File: config.mk
export PLATFORM = sky130hd
export DESIGN_NAME = sl3p_link_supervisor_flat
export DESIGN_NICKNAME = d
export VERILOG_FILES = /design/src/rtl/sl3p_link_supervisor_if.sv /design/src/rtl/sl3p_link_supervisor.sv /design/src/flat_wrapper.sv
export SDC_FILE = /design/constraint.sdc
export NUM_CORES = 1
export LEC_CHECK = 0
export ABC_AREA = 1
export CORE_MARGIN = 2
export CORE_UTILIZATION = 49
export DETAILED_ROUTE_END_ITERATION = 7
export PLACE_DENSITY = 0.77
export SYNTH_ARGS = -nofsm -noshare
export SYNTH_HDL_FRONTEND = slang
export SYNTH_SLANG_ARGS = --single-unit
File: constraint.sdc
create_clock -name clk -period 5.4 [get_ports clk]
set_clock_uncertainty 0.15 [all_clocks]
set_input_delay 1.08 -clock clk [delete_from_list [all_inputs] [get_ports clk]]
set_output_delay 1.08 -clock clk [all_outputs]
set_load 0.005 [all_outputs]
File: src/rtl/sl3p_link_supervisor_if.sv
// Serdes-side status/control bundle for the SL3P link supervisor.
// master = serdes wrapper (drives lock/ECC status), slave = supervisor (drives serdes_rst).
interface sl3p_link_supervisor_if #(
  parameter int unsigned LANES = 4
);

  logic [LANES-1:0] word_lock;
  logic             deskew_locked;
  logic             rx_valid;
  logic [LANES-1:0] rx_fix;
  logic [LANES-1:0] rx_fail;
  logic             fifo_err;
  logic             serdes_rst;

  modport master (
    output word_lock,
    output deskew_locked,
    output rx_valid,
    output rx_fix,
    output rx_fail,
    output fifo_err,
    input  serdes_rst
  );

  modport slave (
    input  word_lock,
    input  deskew_locked,
    input  rx_valid,
    input  rx_fix,
    input  rx_fail,
    input  fifo_err,
    output serdes_rst
  );

endinterface

File: src/rtl/sl3p_link_supervisor.sv
// N-lane SL3P serdes health monitor: reset sequencing, lock qualification,
// ECC/FIFO error supervision with automatic retrain, and per-lane statistics.
module sl3p_link_supervisor #(
  parameter int unsigned LANES        = 4,
  parameter int unsigned CNT_W        = 16,
  parameter int unsigned HOLD_CYCLES  = 16,
  parameter int unsigned QUAL_CYCLES  = 8,
  parameter int unsigned LOCK_TO_BITS = 10,
  parameter int unsigned WIN_BITS     = 8,
  parameter int unsigned FAIL_THRESH  = 4
) (
  input  logic                     clk,
  input  logic                     arst,
  input  logic                     enable,
  input  logic                     clr_stats,
  sl3p_link_supervisor_if.slave    serdes,
  output logic                     link_up,
  output logic [2:0]               state,
  output logic [7:0]               retrain_cnt,
  output logic [LANES*CNT_W-1:0]   fix_cnt,
  output logic [LANES*CNT_W-1:0]   fail_cnt
);

  localparam int unsigned HOLD_W = $clog2(HOLD_CYCLES + 1);
  localparam int unsigned QUAL_W = $clog2(QUAL_CYCLES + 1);
  localparam int unsigned POP_W  = $clog2(LANES + 1);
  localparam int unsigned ACC_W  = $clog2(FAIL_THRESH + LANES + 1);
  localparam int unsigned SUM_W  = ACC_W + 1;

  typedef enum logic [2:0] {
    ST_IDLE      = 3'd0,
    ST_RESET     = 3'd1,
    ST_WAIT_LOCK = 3'd2,
    ST_UP        = 3'd3,
    ST_RETRAIN   = 3'd4
  } state_e;

  typedef logic [LANES-1:0][CNT_W-1:0] lane_cnt_t;

  state_e                  state_q,      state_d;
  logic [HOLD_W-1:0]       hold_q,       hold_d;
  logic [QUAL_W-1:0]       qual_q,       qual_d;
  logic [LOCK_TO_BITS-1:0] lock_tmr_q,   lock_tmr_d;
  logic [WIN_BITS-1:0]     win_q,        win_d;
  logic [ACC_W-1:0]        acc_q,        acc_d;
  logic [7:0]              retrain_q,    retrain_d;
  lane_cnt_t               fix_q,        fix_d;
  lane_cnt_t               fail_q,       fail_d;
  logic                    serdes_rst_q, serdes_rst_d;
  logic                    link_up_q,    link_up_d;

  logic             good;
  logic [POP_W-1:0] inc;
  logic [SUM_W-1:0] sum;
  logic             trip;
  logic [ACC_W-1:0] acc_sat;

  function automatic logic [POP_W-1:0] popcount(input logic [LANES-1:0] v);
    logic [POP_W-1:0] c;
    c = '0;
    for (int i = 0; i < LANES; i++) begin
      c = c + POP_W'(v[i]);
    end
    return c;
  endfunction

  // Lock quality and windowed uncorrected-error accumulation (includes this cycle).
  always_comb begin
    good    = (&serdes.word_lock) & serdes.deskew_locked;
    inc     = serdes.rx_valid ? popcount(serdes.rx_fail) : '0;
    sum     = SUM_W'(acc_q) + SUM_W'(inc);
    trip    = (sum >= SUM_W'(FAIL_THRESH));
    acc_sat = sum[SUM_W-1] ? '1 : sum[ACC_W-1:0];
  end

  always_comb begin
    state_d    = state_q;
    hold_d     = hold_q;
    qual_d     = qual_q;
    lock_tmr_d = lock_tmr_q;
    win_d      = win_q;
    acc_d      = acc_q;
    retrain_d  = retrain_q;
    fix_d      = fix_q;
    fail_d     = fail_q;

    unique case (state_q)
      ST_IDLE: begin
        if (enable) state_d = ST_RESET;
      end
      ST_RESET: begin
        if (hold_q == HOLD_W'(HOLD_CYCLES - 1)) state_d = ST_WAIT_LOCK;
        else                                    hold_d  = hold_q + HOLD_W'(1);
      end
      ST_WAIT_LOCK: begin
        qual_d     = good ? (qual_q + QUAL_W'(1)) : '0;
        lock_tmr_d = lock_tmr_q + LOCK_TO_BITS'(1);
        // Qualification beats a coincident timeout.
        if (good && (qual_q == QUAL_W'(QUAL_CYCLES - 1))) state_d = ST_UP;
        else if (&lock_tmr_q)                            state_d = ST_RETRAIN;
      end
      ST_UP: begin
        win_d = win_q + WIN_BITS'(1);
        acc_d = (&win_q) ? '0 : acc_sat;
        if (!good || serdes.fifo_err || trip) state_d = ST_RETRAIN;
      end
      ST_RETRAIN: begin
        state_d = ST_RESET;
        if (retrain_q != 8'hFF) retrain_d = retrain_q + 8'd1;
      end
      default: state_d = ST_IDLE;
    endcase

    if (!enable) state_d = ST_IDLE;

    // Per-state timers and the error window start fresh on every state change.
    if (state_d != state_q) begin
      hold_d     = '0;
      qual_d     = '0;
      lock_tmr_d = '0;
      win_d      = '0;
      acc_d      = '0;
    end

    if ((state_q == ST_UP) && serdes.rx_valid) begin
      for (int i = 0; i < LANES; i++) begin
        if (serdes.rx_fix[i]  && (fix_q[i]  != '1)) fix_d[i]  = fix_q[i]  + CNT_W'(1);
        if (serdes.rx_fail[i] && (fail_q[i] != '1)) fail_d[i] = fail_q[i] + CNT_W'(1);
      end
    end

    if (clr_stats) begin
      fix_d     = '0;
      fail_d    = '0;
      retrain_d = '0;
    end

    serdes_rst_d = (state_d != ST_WAIT_LOCK) && (state_d != ST_UP);
    link_up_d    = (state_d == ST_UP);
  end

  always_ff @(posedge clk or posedge arst) begin
    if (arst) begin
      state_q      <= ST_IDLE;
      hold_q       <= '0;
      qual_q       <= '0;
      lock_tmr_q   <= '0;
      win_q        <= '0;
      acc_q        <= '0;
      retrain_q    <= '0;
      fix_q        <= '0;
      fail_q       <= '0;
      serdes_rst_q <= 1'b1;
      link_up_q    <= 1'b0;
    end else begin
      state_q      <= state_d;
      hold_q       <= hold_d;
      qual_q       <= qual_d;
      lock_tmr_q   <= lock_tmr_d;
      win_q        <= win_d;
      acc_q        <= acc_d;
      retrain_q    <= retrain_d;
      fix_q        <= fix_d;
      fail_q       <= fail_d;
      serdes_rst_q <= serdes_rst_d;
      link_up_q    <= link_up_d;
    end
  end

  assign serdes.serdes_rst = serdes_rst_q;
  assign link_up           = link_up_q;
  assign state             = state_q;
  assign retrain_cnt       = retrain_q;
  assign fix_cnt           = fix_q;
  assign fail_cnt          = fail_q;

endmodule

File: src/flat_wrapper.sv
// flat-port wrapper written by rule: the top's interface ports become plain ports
module sl3p_link_supervisor_flat 
#(
  parameter int unsigned LANES        = 4,
  parameter int unsigned CNT_W        = 16,
  parameter int unsigned HOLD_CYCLES  = 16,
  parameter int unsigned QUAL_CYCLES  = 8,
  parameter int unsigned LOCK_TO_BITS = 10,
  parameter int unsigned WIN_BITS     = 8,
  parameter int unsigned FAIL_THRESH  = 4
)
  (clk, arst, enable, clr_stats, link_up, state, retrain_cnt, fix_cnt, fail_cnt, serdes_word_lock, serdes_deskew_locked, serdes_rx_valid, serdes_rx_fix, serdes_rx_fail, serdes_fifo_err, serdes_serdes_rst);
  sl3p_link_supervisor_if #(.LANES(LANES)) serdes_i ();
  input  logic clk;
  input  logic arst;
  input  logic enable;
  input  logic clr_stats;
  output logic link_up;
  output logic [2:0] state;
  output logic [7:0] retrain_cnt;
  output logic [LANES*CNT_W-1:0] fix_cnt;
  output logic [LANES*CNT_W-1:0] fail_cnt;
  input wire logic [$bits(serdes_i.word_lock)-1:0] serdes_word_lock;
  input wire logic [$bits(serdes_i.deskew_locked)-1:0] serdes_deskew_locked;
  input wire logic [$bits(serdes_i.rx_valid)-1:0] serdes_rx_valid;
  input wire logic [$bits(serdes_i.rx_fix)-1:0] serdes_rx_fix;
  input wire logic [$bits(serdes_i.rx_fail)-1:0] serdes_rx_fail;
  input wire logic [$bits(serdes_i.fifo_err)-1:0] serdes_fifo_err;
  output wire logic [$bits(serdes_i.serdes_rst)-1:0] serdes_serdes_rst;
  assign serdes_i.word_lock = serdes_word_lock;
  assign serdes_i.deskew_locked = serdes_deskew_locked;
  assign serdes_i.rx_valid = serdes_rx_valid;
  assign serdes_i.rx_fix = serdes_rx_fix;
  assign serdes_i.rx_fail = serdes_rx_fail;
  assign serdes_i.fifo_err = serdes_fifo_err;
  assign serdes_serdes_rst = serdes_i.serdes_rst;
  sl3p_link_supervisor #(.LANES(LANES), .CNT_W(CNT_W), .HOLD_CYCLES(HOLD_CYCLES), .QUAL_CYCLES(QUAL_CYCLES), .LOCK_TO_BITS(LOCK_TO_BITS), .WIN_BITS(WIN_BITS), .FAIL_THRESH(FAIL_THRESH)) u_core (.clk(clk), .arst(arst), .enable(enable), .clr_stats(clr_stats), .serdes(serdes_i), .link_up(link_up), .state(state), .retrain_cnt(retrain_cnt), .fix_cnt(fix_cnt), .fail_cnt(fail_cnt));
endmodule
==> run metrics <==
status finished, final reports clean; Syn-to-layout area delta 23.7%; Rows 52; fin. max-slew vios 0; Rel. slew slack 0.393; Cells after Synth 1239; Total GRT Usage 0.231; dpl hpwl 17400 um; share of post-route cells with drive strength above 1 0.102; worst path required time 5600 ps; CTS buffer count 17; Die Wd 147 um; clk sinks 172; DR vias 8927; syn_nets 1279; die area 21700 um^2; post-layout util 0.616; EDFF count, synth 0; Syn Area/Cell 8.11 um^2; async set or reset register ratio after synthesis 1.00; setup TNS 0 ps; vias in the first global route 8597; crit path capture type flip-flop; number of nets in the layout 1432; Tmin final 4460 ps; post-synthesis xor/xnor area fraction 0.0540; Setup Buffers After CTS 0; clock buffer depth 2; post-synthesis simple-gate area fraction 0.303; Synth Area in Compound Gates 0.103; Seq/Total Area, Yosys 0.428; antenna violations before repair 1; Worst-path clk slew 60 ps; first-pass iteration count of the detailed router 5; mux cell area share after synthesis 0.00299; critical path peak fanout 17; gr ovfl total 0; Critical R2R Launch u_core.acc_q[0]; post-cts resize count 0; Tightest Hold Check Type flip-flop to flip-flop; DRC 0; post-synth cell types 52; final wirelength 24300 um; Final setup viols 0; Die H 147 um; worst-margin pin slew 911 ps; Yosys warnings 0; CTS tree yes; f_max 0.224 GHz; Arr. time, crit path 4660 ps; Detail Route Antenna Nets 0; Hold-fix buffers, CTS 0; clock latency on the worst-skew pair 420 ps; endpoints failing hold 0; Synth Area in Adders 0.0276; Worst Setup SP serdes_rx_fail[1]; R2R setup slack 2570 ps; first-pass GRT wire length 41300 um; largest family of logic cells by synthesized area simple AND/OR/NAND/NOR gates; static leakage 5.01 nW; Worst Setup Start Kind primary input; CTS Root Cell clkbuf_16; Max Cap Viol 0; Reg2Reg Depth 15; H-tree depth 4; Starting DRT DRC Count 486; Final Cycle Share 0.825; via/cell ratio 5.33; #FFs+latches synth 172; initial core utilization 0.498; CP endpoint u_core.hold_q[3]; synthesized cell area 10000 um^2; DR WL/cell 14.5 um; Peak VDD IR 213 uV; core area 20200 um^2; RR Endpoint u_core.hold_q[3]; Synth Flop Type dfrtp_1; critical path class primary input to flip-flop; PD cells 217 nW/um^2; I/O Buffers 159; RSZ-0062 raised after global routing no; IO Pins 160; largest net degree at the start of global routing 173; GPL Wtd Cong 0.909
## power by group
group	internal, W	switching, W
registers	0.00129	0.00000597
clock network	0.000755	0.000501
logic	0.0000425	0.0000983
## worst max-delay path, stage by stage
cell and delay, ps:
clkdlybuf4s50_1 500, ha_1 250, fa_1 480, nand2_1 50, inv_1 70, ha_1 180
inv_1 60, fa_1 380, inv_1 80, nand3_1 110, nand4_1 130, nor2_1 70
nand3_1 100, nand2_1 90, nand2_2 100, nand2_1 60, nand2_1 60, nand3_2 370
buf_12 330, nor2_2 80
## routing by layer
metal | vias to the layer above | routed length [um] | global-route usage
met5 | - | 0 | 0
met2 | 248 | 11300 | 0.368
li1 | 4415 | - | -
met1 | 4226 | 11100 | 0.315
met4 | 0 | 599 | 0.0798
met3 | 38 | 1310 | 0.0463
## cell families (layout without fill, tap and decap cells)
group	count (synthesis)	after routing
AO/OA/AOI/OAI	179	179
buffers and inverters	188	354
XOR/XNOR	62	62
adder cells (fa/ha/maj)	21	21
multiplexers	3	3
flip-flops	172	172
AND/OR/NAND/NOR	614	614
other	0	1
## through the flow
stage          cells  hold slack [ps]  worst slack, ps  total power, W  instance area [um^2]
3_3_place_gp    1643              341              653         0.00147                 11800
4_1_cts         1675              352              964         0.00273                 12400
2_1_floorplan   1239              339             1660         0.00142                 10100
5_1_grt         1676              386              674         0.00280                 12400
3_5_place_dp    1643              345              514         0.00147                 11800
6_report        1676              349              944         0.00270                 12400
## area by class of cell
class                   instances  area [um^2]
diodes                          1         2.50
clock buffers                  22          464
clock inverters                10          139
fillers                      1776         7740
inverters                     157          594
multi-input cells             879         4930
flip-flops and latches        172         4310
well taps                     270          338
repair buffers                165         1660
## synthesized netlist by cell type, types with 7 or more instances
cell type	n	share of area
clkbuf_1	11	0.0041
a21oi_1	49	0.024
nor3b_1	7	0.0052
o21ai_1	18	0.0090
inv_1	146	0.055
o21ai_0	64	0.032
nor2_1	121	0.045
nor3_1	52	0.026
xnor2_1	11	0.0096
nand2_2	11	0.0068
nand2_1	195	0.073
buf_6	13	0.015
nand4_1	27	0.017
inv_2	11	0.0041
nand3_1	117	0.058
dfrtp_1	171	0.43
nand2_4	12	0.013
xor2_1	51	0.044
o31ai_1	21	0.016
nor2_2	41	0.026
ha_1	19	0.024
## worst min-delay path by stage
| stage | from | end | depth (start not counted) |
|---|---|---|---|
| 2_1_floorplan | u_core.fix_cnt[51] | u_core.fix_cnt[51] | 1 |
| 3_3_place_gp | u_core.fix_cnt[19] | u_core.fix_cnt[19] | 1 |
| 3_5_place_dp | u_core.fix_cnt[19] | u_core.fix_cnt[19] | 1 |
| 4_1_cts | u_core.fix_cnt[19] | u_core.fix_cnt[19] | 1 |
| 5_1_grt | u_core.fail_cnt[48] | u_core.fail_cnt[48] | 1 |
| 6_report | u_core.fix_cnt[19] | u_core.fix_cnt[19] | 1 |
## flip-flops by register name, summed over array words and instances (netlist names)
register and flops:
u_core.fail_cnt 64, u_core.fix_cnt 64, u_core.lock_tmr_q 10, u_core.retrain_cnt 8
u_core.win_q 8, u_core.hold_q 5, u_core.acc_q 4, u_core.qual_q 4
u_core.state 3, u_core.link_up 1, u_core.serdes.serdes_rst 1
## cells in the final DEF, fill, tap and decap left out, types with 3 or more instances in the layout
master / n
nand2_1: 195
dfrtp_1: 171
clkdlybuf4s50_1: 158
inv_1: 144
nor2_1: 121
nand3_1: 117
o21ai_0: 64
nor3_1: 52
xor2_1: 51
a21oi_1: 49
nor2_2: 41
nand4_1: 27
o31ai_1: 21
ha_1: 19
o21ai_1: 18
clkbuf_16: 17
nand2_4: 12
inv_2: 11
nand2_2: 11
xnor2_1: 11
nor3b_1: 7
nor4_1: 6
clkinv_2: 4
nor2_4: 4
a31oi_1: 4
buf_4: 4
a211oi_1: 3
nor3_2: 3
nor3_4: 3
nand4_2: 3
nand3_2: 3
o21bai_1: 3
o21ai_2: 3
mux2i_1: 3
clkbuf_1: 3
bufinv_16: 3
Power figures use the tool's default switching activity.
